[src/rtl/sram_like_to_axi.sv]
// Sram-like responder that turns each accepted request into one single-beat AXI3
// read or write. Only one transaction is in flight at a time.
module sram_like_to_axi #(
  parameter logic [3:0] RD_ID = 4'd0,
  parameter logic [3:0] WR_ID = 4'd1
) (
  input  logic        clk,
  input  logic        rst,
  // sram-like side
  input  logic        data_req,
  input  logic        data_wr,
  input  logic [1:0]  data_size,
  input  logic [31:0] data_addr,
  input  logic [31:0] data_wdata,
  output logic [31:0] data_rdata,
  output logic        data_addr_ok,
  output logic        data_data_ok,
  output logic        resp_err,
  // AR channel
  output logic [3:0]  arid,
  output logic [31:0] araddr,
  output logic [3:0]  arlen,
  output logic [2:0]  arsize,
  output logic [1:0]  arburst,
  output logic        arvalid,
  input  logic        arready,
  // R channel
  input  logic [3:0]  rid,
  input  logic [31:0] rdata,
  input  logic [1:0]  rresp,
  input  logic        rlast,
  input  logic        rvalid,
  output logic        rready,
  // AW channel
  output logic [3:0]  awid,
  output logic [31:0] awaddr,
  output logic [3:0]  awlen,
  output logic [2:0]  awsize,
  output logic [1:0]  awburst,
  output logic        awvalid,
  input  logic        awready,
  // W channel
  output logic [3:0]  wid,
  output logic [31:0] wdata,
  output logic [3:0]  wstrb,
  output logic        wlast,
  output logic        wvalid,
  input  logic        wready,
  // B channel
  input  logic [3:0]  bid,
  input  logic [1:0]  bresp,
  input  logic        bvalid,
  output logic        bready
);

  typedef enum logic [2:0] {
    IDLE  = 3'd0,
    RADDR = 3'd1,
    RDATA = 3'd2,
    WADDR = 3'd3,
    WRESP = 3'd4
  } state_e;

  state_e      state_q, state_d;
  logic [31:0] addr_q, addr_d;
  logic [1:0]  size_q, size_d;
  logic        wr_q, wr_d;
  logic [31:0] wdata_q, wdata_d;
  logic        aw_done_q, aw_done_d;
  logic        w_done_q, w_done_d;
  logic        aw_hs, w_hs;

  // Byte lanes touched by a store of the given size at the given low address bits.
  function automatic logic [3:0] strb_for(input logic [1:0] size, input logic [1:0] lane);
    case (size)
      2'd0:    strb_for = 4'b0001 << lane;
      2'd1:    strb_for = lane[1] ? 4'b1100 : 4'b0011;
      default: strb_for = 4'b1111;
    endcase
  endfunction

  always_ff @(posedge clk or posedge rst) begin
    if (rst) begin
      state_q   <= IDLE;
      addr_q    <= 32'd0;
      size_q    <= 2'd0;
      wr_q      <= 1'b0;
      wdata_q   <= 32'd0;
      aw_done_q <= 1'b0;
      w_done_q  <= 1'b0;
    end else begin
      state_q   <= state_d;
      addr_q    <= addr_d;
      size_q    <= size_d;
      wr_q      <= wr_d;
      wdata_q   <= wdata_d;
      aw_done_q <= aw_done_d;
      w_done_q  <= w_done_d;
    end
  end

  always_comb begin
    state_d      = state_q;
    addr_d       = addr_q;
    size_d       = size_q;
    wr_d         = wr_q;
    wdata_d      = wdata_q;
    aw_done_d    = aw_done_q;
    w_done_d     = w_done_q;
    aw_hs        = 1'b0;
    w_hs         = 1'b0;
    data_addr_ok = 1'b0;
    data_data_ok = 1'b0;
    resp_err     = 1'b0;
    data_rdata   = 32'd0;
    arvalid      = 1'b0;
    rready       = 1'b0;
    awvalid      = 1'b0;
    wvalid       = 1'b0;
    bready       = 1'b0;

    case (state_q)
      IDLE: begin
        data_addr_ok = data_req;
        if (data_req) begin
          addr_d  = data_addr;
          size_d  = data_size;
          wr_d    = data_wr;
          wdata_d = data_wdata;
          state_d = data_wr ? WADDR : RADDR;
        end
      end
      RADDR: begin
        arvalid = 1'b1;
        if (arready) state_d = RDATA;
      end
      RDATA: begin
        rready = 1'b1;
        if (rvalid) begin
          data_data_ok = 1'b1;
          data_rdata   = rdata;
          resp_err     = (rresp != 2'b00);
          state_d      = IDLE;
        end
      end
      WADDR: begin
        // AW and W retire independently; leave once both have, this cycle included.
        awvalid = ~aw_done_q;
        wvalid  = ~w_done_q;
        aw_hs   = ~aw_done_q & awready;
        w_hs    = ~w_done_q & wready;
        if ((aw_done_q | aw_hs) && (w_done_q | w_hs)) begin
          aw_done_d = 1'b0;
          w_done_d  = 1'b0;
          state_d   = WRESP;
        end else begin
          aw_done_d = aw_done_q | aw_hs;
          w_done_d  = w_done_q | w_hs;
        end
      end
      WRESP: begin
        bready = 1'b1;
        if (bvalid) begin
          data_data_ok = 1'b1;
          resp_err     = (bresp != 2'b00);
          state_d      = IDLE;
        end
      end
      default: state_d = IDLE;
    endcase
  end

  assign arid    = RD_ID;
  assign araddr  = addr_q;
  assign arlen   = 4'd0;
  assign arsize  = {1'b0, size_q};
  assign arburst = 2'b01;

  assign awid    = WR_ID;
  assign awaddr  = addr_q;
  assign awlen   = 4'd0;
  assign awsize  = {1'b0, size_q};
  assign awburst = 2'b01;

  // Strobes are only driven while a write is in its address/data phase.
  assign wid     = WR_ID;
  assign wdata   = wdata_q;
  assign wstrb   = (state_q == WADDR) ? strb_for(size_q, addr_q[1:0]) : 4'b0000;
  assign wlast   = 1'b1;

  logic unused_axi;
  assign unused_axi = ^{rid, rlast, bid};

endmodule

[config.mk]
export PLATFORM = sky130hd
export DESIGN_NAME = sram_like_to_axi
export DESIGN_NICKNAME = d
export VERILOG_FILES = /design/src/rtl/sram_like_to_axi.sv
export SDC_FILE = /design/constraint.sdc
export NUM_CORES = 1
export LEC_CHECK = 0
export BUFFER_PORTS_ARGS = -buffer_cell sky130_fd_sc_hd__buf_2
export CAP_MARGIN = 40
export CELL_PAD_IN_SITES_DETAIL_PLACEMENT = 1
export CELL_PAD_IN_SITES_GLOBAL_PLACEMENT = 2
export CORE_MARGIN = 5
export CORE_UTILIZATION = 23
export CTS_CLUSTER_SIZE = 28
export DETAILED_ROUTE_END_ITERATION = 10
export GPL_TIMING_DRIVEN = 0
export PLACE_DENSITY = 0.92
export SLEW_MARGIN = 30
export SYNTH_ARGS = -nofsm -noshare
export SYNTH_HDL_FRONTEND = slang
export SYNTH_SLANG_ARGS = --single-unit
[constraint.sdc]
create_clock -name clk -period 4.6 [get_ports clk]
set_clock_uncertainty 0.2 [all_clocks]
set_input_delay 1.38 -clock clk [delete_from_list [all_inputs] [get_ports clk]]
set_output_delay 1.38 -clock clk [all_outputs]
set_load 0.01 [all_outputs]
==> results of run 1 <==
## registers in the layout (all words and copies together), names as in the netlist
signal     count
araddr        32
state_q        3
wdata         32
size_q         2
w_done_q       1
aw_done_q      1
## synth_stat cells
cell and count:
a21oi_1 7, a22oi_1 1, a311oi_1 1, and3_1 32
and3b_1 1, buf_2 2, buf_4 61, buf_6 8
clkbuf_1 6, conb_1 2, dfrtp_1 71, inv_1 6
mux2_1 6, mux2_2 59, nand2_1 6, nand2b_1 1
nand3b_1 1, nor2_1 13, nor2b_1 1, nor3b_1 2
nor3b_2 1, nor4b_4 1, o211a_1 1, o21ai_0 4
o21bai_1 1, o22ai_1 2, o2bb2ai_1 1, o41ai_1 1
## routing by layer
metal | wire length [µm] | vias up
met5 | 0 | -
met4 | 150 | 0
met3 | 1450 | 11
met2 | 6240 | 181
met1 | 4440 | 1552
li1 | - | 1521
## how the worst max path moves through the flow
stage                        end     start  cells after the start
floorplan           data_addr_ok  data_req                      2
global placement    data_addr_ok  data_req                      4
detailed placement  data_addr_ok  data_req                      5
CTS                 data_addr_ok  data_req                      5
global route        data_addr_ok  data_req                      5
finish              data_addr_ok  data_req                      5
## cell families after synthesis
group | Yosys count | synth area share, %
buffers and inverters | 83 | 16.8
muxes | 65 | 20.4
DFF | 71 | 49.5
other | 2 | 0.209
AOI/OAI and AO/OA | 19 | 3.31
and+or+nand+nor | 59 | 9.79
## critical path, stage by stage
cell	delay, ps
buf_2	90
nor4b_4	350
buf_6	200
buf_6	160
buf_2	150
## layout make-up
cell class	instances	area share, %
buffer	77	10.5
clock buffer	10	4.13
clock inverter	4	0.881
sequential	71	32.1
inverter	6	0.452
multi-input combinational	170	23.5
timing repair buffer	256	23.7
tap	211	4.77
## placed cells by master, fill, tap and decap left out
| master | Yosys | routed |
|---|---|---|
| a21oi_1 | 7 | 7 |
| a22oi_1 | 1 | 1 |
| a311oi_1 | 1 | 1 |
| and3_1 | 32 | 32 |
| and3b_1 | 1 | 1 |
| buf_16 | 0 | 1 |
| buf_2 | 2 | 256 |
| buf_4 | 61 | 61 |
| buf_6 | 8 | 9 |
| bufinv_16 | 0 | 1 |
| clkbuf_1 | 6 | 7 |
| clkbuf_16 | 0 | 9 |
| clkinv_2 | 0 | 2 |
| clkinv_4 | 0 | 1 |
| conb_1 | 2 | 27 |
| dfrtp_1 | 71 | 71 |
| inv_1 | 6 | 5 |
| inv_4 | 0 | 1 |
| mux2_1 | 6 | 6 |
| mux2_2 | 59 | 59 |
| nand2_1 | 6 | 6 |
| nand2b_1 | 1 | 1 |
| nand3b_1 | 1 | 1 |
| nor2_1 | 13 | 13 |
| nor2b_1 | 1 | 1 |
| nor3b_1 | 2 | 2 |
| nor3b_2 | 1 | 1 |
| nor4b_4 | 1 | 1 |
| o211a_1 | 1 | 1 |
| o21ai_0 | 4 | 4 |
| o21bai_1 | 1 | 1 |
| o22ai_1 | 2 | 2 |
| o2bb2ai_1 | 1 | 1 |
| o41ai_1 | 1 | 1 |
## stage by stage
stage          total power, µW  instance area, µm²
6_report                  3740                5540
5_1_grt                   3990                5540
4_1_cts                   3810                5540
3_5_place_dp              3120                5260
3_3_place_gp              3020                5220
2_1_floorplan             2300                3680
## where the power goes
part	leakage (µW)	switching, µW	total, µW	internal (µW)
Sequential	0.000840	223	1170	947
Combinational	0.00211	894	1890	1000
Clock	0.000138	259	672	413
Total	0.00309	1380	3740	2360
==> out/results.ini, run 1 <==
[global_routing]
grt_max_degree=51
grt-busiest-layer=met2
gr-usage-met2_pct=23.7
grt_usage_pct=12.9
grt_overflow_total=0
met1_usage_pct=13.2
antenna_found_initial=0
first_global_vias=3584
use_met3_pct=5.37
grt_pass1_wl_um=18500

[timing]
setup_viol=0
worstMarginPinSlew_ps=541
fin_crit_sh_pct=85.2
fmax_mhz=255
grt_setup_unrepaired=no
hold_violations=0
whs_ps=285
tns_ps=0
final_max_slew_viol_count=0
fin_crit_ps=3920
fin_ws_ps=679
relSlewSlack_pct=63.8

[critical_path]
worstSetupPathType=input pin to primary output
cp.arrival_ps=2340
timing.rr.start=state_q[1]
r2r_cells=5
reg2reg_setup_slack_ps=2610
crit_fanout=10
r2r-end=state_q[1]
critPathLaunchType=input pin
cp-end-kind=primary output
critPathRequiredTime_ps=3020

[place]
gp_congestion=0.747
dp.cells=791
dp.final_hpwl_um=10300
place_ws_ps=604
io_buffers=254

[clock_network]
clk_pin_slew_ps=60
hold_buffers=0
clock_latency_ps=320
cts_root_buf=clkbuf_16
cts_tree=done
clock_path_buffers=2
h-tree-depth=3
ctsResizeCount=0
post-cts-setup-buffers=0
cts_buffers=9
clock-sinks=71

[detailed_routing]
drt-pass1-iter-count=4
drt_wl_total_um=12300
antenna_left=0
via_per_inst=4.06
drcViolationCount=0
vias=3265
drtIter0Drc=39
wl_per_cell_um=15.3

[logic_synthesis]
syn_inst=299
synth_area_leader_cell=dfrtp_1
ys_seq_elements=71
ys_warn_count=0
syn_avg_cell_area_um2=12.0
ys_seq_area_share_pct=49.5
synth_cell_type_count=28
syn_area_um2=3590
synth_area_leaders=dfrtp_1, mux2_2, buf_4
synth_top_area_share_pct=49.5

[floorplan]
dieWidth_um=135
rows=45
design.core.area_um2=15300
die_y_um=135
start_util_pct=23.5
die_area_um2=18200
io_pins=291

[run]
cap_viol_max_count=0

[power]
power_density_nw_per_um2=675
leakage_uw=0.00309
ir_drop_uv=331

[finish]
fillers=1807
seqCellArea_um2=1780
final_cells=805
fin_util_pct=36.3
drive_above_1_share_pct=67.7
nNetsFinal=711
diodes=0
area_growth_pct=54.3
multi_input_area_um2=1300

[worst_hold_path]
min-delay-start=wdata[31]
min_path_cells=1
hold_path.class=flip-flop to flip-flop
holdPathEnd=wdata[31]

[run_status]
status=complete, no violations

(Power assumes the default switching activity.)
==> run 2: changes to the inputs <==
- CELL_PAD_IN_SITES_DETAIL_PLACEMENT: 1 -> unset
- CELL_PAD_IN_SITES_GLOBAL_PLACEMENT: 2 -> unset
- CORE_AREA: unset -> 5 5 111 113
- CORE_MARGIN: 5 -> unset
- CORE_UTILIZATION: 23 -> unset
- DIE_AREA: unset -> 0 0 116 118
- PLACE_DENSITY: 0.92 -> 0.75
==> out/results.ini, run 2 (synthesized netlist as in run 1, its figures left out) <==
[power]
power_density_nw_per_um2=681  ; was 675 nW/µm²
ir_drop_uv=318  ; was 331 µV
leakage_uw=0.00308  ; was 0.00309 µW

[critical_path]
worstSetupPathType=input pin to primary output  ; unchanged
critPathLaunchType=input pin  ; unchanged
r2r-end=araddr[6]  ; was state_q[1]
setup.worst_path.end=data_addr_ok  ; unchanged
timing.rr.start=state_q[2]  ; was state_q[1]
crit_fanout=10  ; unchanged
cp-end-kind=primary output  ; unchanged
reg2reg_setup_slack_ps=2470  ; was 2610 ps
critPathLaunch=data_req  ; unchanged
r2r_cells=4  ; was 5
critPathRequiredTime_ps=3020  ; about the same
cp.arrival_ps=2490  ; was 2340 ps

[finish]
nNetsFinal=710  ; was 711
final_common_cell=buf_2  ; unchanged
drive_above_1_share_pct=67.4  ; was 67.7%
fillers=1053  ; was 1807
final_cell_mix=buf_2, dfrtp_1, buf_4  ; unchanged
area_growth_pct=52.1  ; was 54.3%
final_cell_area_um2=5460  ; was 5540 µm²

[detailed_routing]
wl_per_cell_um=15.6  ; was 15.3 µm
drtIter0Drc=98  ; was 39
antenna_left=0  ; unchanged
drcViolationCount=0  ; unchanged
drt-pass1-iter-count=4  ; unchanged
vias=3251  ; was 3265
drt_wl_total_um=11600  ; was 12300 µm
via_per_inst=4.38  ; was 4.06

[clock_network]
h-tree-depth=3  ; unchanged
clk_pin_slew_ps=50  ; was 60 ps
ctsResizeCount=0  ; unchanged
hold_buffers=0  ; unchanged
clock-sinks=71  ; unchanged
clock_latency_ps=320  ; about the same
clock_path_buffers=2  ; unchanged
cts_buffers=9  ; unchanged
cts_root_buf=clkbuf_16  ; unchanged
cts_tree=done  ; unchanged
post-cts-setup-buffers=0  ; unchanged

[global_routing]
first_global_vias=3459  ; was 3584
grt-busiest-layer=met2  ; unchanged
grt_usage_pct=16.1  ; was 12.9%
use_met3_pct=5.86  ; was 5.37%
grt_overflow_total=0  ; unchanged
grt_pass1_wl_um=17400  ; was 18500 µm
gr-usage-met2_pct=30.3  ; was 23.7%
met1_usage_pct=15.4  ; was 13.2%
grt_max_degree=43  ; was 51
antenna_found_initial=4  ; was 0

[floorplan]
design.core.area_um2=11200  ; was 15300 µm²
rows=39  ; was 45
start_util_pct=32.0  ; was 23.5%
die_area_um2=13700  ; was 18200 µm²
die_y_um=118  ; was 135 µm
dieWidth_um=116  ; was 135 µm
io_pins=291  ; unchanged

[place]
post_dp_cell_area_um2=5160  ; was 5260 µm²
gp_congestion=0.884  ; was 0.747
io_buffers=254  ; unchanged
dp.final_hpwl_um=9590  ; was 10300 µm

[timing]
worstMarginPinSlew_ps=752  ; was 541 ps
whs_ps=289  ; was 285 ps
fin_crit_ps=4070  ; was 3920 ps
tns_ps=0  ; unchanged
fmax_mhz=246  ; was 255 MHz
setup_viol=0  ; unchanged
grt_setup_unrepaired=no  ; unchanged
fin_crit_sh_pct=88.5  ; was 85.2%
final_max_slew_viol_count=0  ; unchanged
relSlewSlack_pct=49.7  ; was 63.8%
hold_violations=0  ; unchanged

[run]
cap_viol_max_count=0  ; unchanged

[run_status]
status=complete, no violations  ; unchanged

[worst_hold_path]
hold_path.class=flip-flop to flip-flop  ; unchanged

==> run 2: layer usage <==
metal,vias up,share of wire (%)
met4,0,2.4
met1,1532,33
met2,175,54
li1,1524,-
met3,20,11
met5,-,0
==> run 2: worst max-delay path, cell delays in order <==
cell,delay (ps)
buf_2,90
nor4b_4,620
buf_6,240
buf_2,150
==> run 2: worst min-delay path by stage <==
stage,startpoint,end,cells past startpoint
after floorplan,aw_done_q,aw_done_q,2
after global placement,wdata[31],wdata[31],1
after detailed placement,wdata[31],wdata[31],1
after CTS,wdata[31],wdata[31],1
after global routing,wdata[31],wdata[31],1
final,wdata[31],wdata[31],1
==> run 2: metrics by stage <==
step	util (%)	setup slack (ps)	power [µW]	cells
after floorplan	-	993	2300	324
after global placement	45.7	398	3000	721
after detailed placement	45.9	482	3070	722
after CTS	48.6	477	3780	738
after global routing	48.6	454	3980	742
final	48.6	530	3720	742
==> run 2: layout make-up <==
cell class	instances	area, µm²	area share (%)
buffer	77	581	10.6
antenna	4	10.0	0.183
tap	143	179	3.28
sequential	71	1780	32.5
timing repair buffer	255	1290	23.7
clock buffer	13	250	4.58
inverter	6	25.0	0.458
multi-input combinational	170	1300	23.9
clock inverter	3	42.5	0.779
==> run 2: power breakdown <==
part	internal (µW)	switching, µW
Combinational	993	872
Sequential	948	219
Clock	434	250
Total	2380	1340
==> run 3: changes to the inputs <==
==> constraint.sdc (replaced) <==
create_clock -name clk -period 4.4 [get_ports clk]
set_clock_uncertainty 0.2 [all_clocks]
set_input_delay 0.22 -clock clk [delete_from_list [all_inputs] [get_ports clk]]
set_output_delay 0.22 -clock clk [all_outputs]
set_load 0.01 [all_outputs]
==> out/results.ini, run 3 (synthesized netlist as in run 1, its figures left out) <==
[place]
dp.final_hpwl_um=9590  ; unchanged
gp_congestion=0.884  ; unchanged
io_buffers=254  ; unchanged
place_ws_ps=2220  ; was 482 ps

[global_routing]
grt_usage_pct=18.5  ; was 16.1%
grt_overflow_total=0  ; unchanged
antenna_found_initial=4  ; unchanged
grt_pass1_wl_um=19800  ; was 17400 µm
first_global_vias=3924  ; was 3459
grt_max_degree=43  ; unchanged

[critical_path]
critPathMaxStageDelay_ps=380  ; was 620 ps
crit_buf_inv=3  ; unchanged
critPathLaunchType=flip-flop  ; was input pin
crit_fanout=10  ; unchanged
crit_top_cell=buf_2  ; unchanged
worstSetupPathType=flip-flop to primary output  ; was input pin to primary output
cp.arrival_ps=1970  ; was 2490 ps
cp-end-kind=primary output  ; unchanged
cp_top_family=buffers and inverters  ; was simple AND/OR/NAND/NOR gates
crit_chain=buf_2 -> nor3b_2 -> clkbuf_1 -> and3_1 -> buf_2  ; was buf_2 -> nor4b_4 -> buf_6 -> buf_2
critPathRequiredTime_ps=3980  ; was 3020 ps
crit_slowest_cell=dfrtp_1  ; was nor4b_4

[power]
ir_drop_uv=385  ; was 318 µV
leakage_uw=0.00338  ; was 0.00308 µW
power_density_nw_per_um2=645  ; was 681 nW/µm²

[floorplan]
rows=39  ; unchanged
start_util_pct=32.0  ; unchanged
die_y_um=118  ; unchanged
design.core.area_um2=11200  ; unchanged
dieWidth_um=116  ; unchanged
io_pins=291  ; unchanged
die_area_um2=13700  ; unchanged

[detailed_routing]
vias=3558  ; was 3251
drcViolationCount=0  ; unchanged
via_per_inst=4.37  ; was 4.38
drt_wl_total_um=13200  ; was 11600 µm
antenna_left=0  ; unchanged
wl_per_cell_um=16.2  ; was 15.6 µm
drtIter0Drc=108  ; was 98
drt-pass1-iter-count=4  ; unchanged

[finish]
final_common_cell=buf_2  ; unchanged
area_growth_pct=72.2  ; was 52.1%
nNetsFinal=782  ; was 710
final_cell_mix=buf_2, dlygate4sd3_1, dfrtp_1  ; was buf_2, dfrtp_1, buf_4
drive_above_1_share_pct=60.1  ; was 67.4%

[timing]
relSlewSlack_pct=49.7  ; about the same
hold_violations=0  ; unchanged
fin_ws_ps=2010  ; was 530 ps
worstMarginPinSlew_ps=752  ; about the same
fin_crit_ps=2390
fmax_mhz=419
final_max_slew_viol_count=0  ; unchanged
fin_crit_sh_pct=54.3
grt_setup_unrepaired=no  ; unchanged
setup_viol=0  ; unchanged
tns_ps=0  ; unchanged

[clock_network]
clock_path_buffers=2  ; unchanged
cts_buffers=9  ; unchanged
cts_tree=done  ; unchanged
clock-sinks=71  ; unchanged
cts_root_buf=clkbuf_16  ; unchanged
post-cts-setup-buffers=0  ; unchanged
hold_buffers=72  ; was 0
ctsResizeCount=0  ; unchanged
clock_latency_ps=320  ; about the same
h-tree-depth=3  ; unchanged
clk_pin_slew_ps=50  ; about the same

[worst_hold_path]
hold_path.class=input pin to flip-flop  ; was flip-flop to flip-flop

[run]
cap_viol_max_count=0  ; unchanged

[run_status]
status=complete, no violations  ; unchanged

-- run 3: worst paths after layout --
check / slack (ps) / end / startpoint / cells past startpoint
setup / recovery: 2010 / data_rdata[26] / state_q[1] / 5
hold / removal: 90 / state_q[1] / rvalid / 4
setup reg to reg: 2260 / araddr[6] / state_q[2] / 4
hold reg to reg: 290 / wdata[31] / wdata[31] / 1
max in group asynchronous: 3170 / wdata[30] / rst / 4
min in group asynchronous: 270 / araddr[26] / rst / 3
-- run 3: layer usage --
metal,vias to the layer above,global-route usage [%],wire [µm]
met3,25,5.81,1250
met1,1677,16.8,4240
met5,-,0,0
met4,0,7.54,331
met2,191,36.3,7410
li1,1665,-,-
-- run 3: layout make-up --
cell class              instances  area (µm²)
flip-flops and latches         71        1780
clock buffers                  13         250
fillers                       959        5040
diodes                          4        10.0
well taps                     143         179
repair buffers                327        2010
inverters                       6        25.0
clock inverters                 3        42.5
plain buffers                  77         581
multi-input cells             170        1300
-- run 3: power breakdown --
part           internal [µW]  switching (µW)
clock                    454             264
combinational           1090             952
sequential               991             240
-- run 3: through the flow --
| stage | hold slack, ps | power (µW) | area [µm²] | std cells | util (%) |
|---|---|---|---|---|---|
| floorplan | 137 | 2400 | 3680 | 324 | - |
| global placement | 226 | 3140 | 5130 | 721 | 45.7 |
| detailed placement | 44.3 | 3210 | 5160 | 722 | 45.9 |
| CTS | 68.6 | 4010 | 6170 | 810 | 55.0 |
| global route | 91.5 | 4250 | 6180 | 814 | 55.1 |
| finish | 86.1 | 3990 | 6180 | 814 | 55.1 |
-- run 3: worst register-to-register path, cell delays in order, from the launching register on --
cell and delay (ps):
dfrtp_1 370, buf_6 140, nor4b_4 700, buf_6 260, mux2_2 360
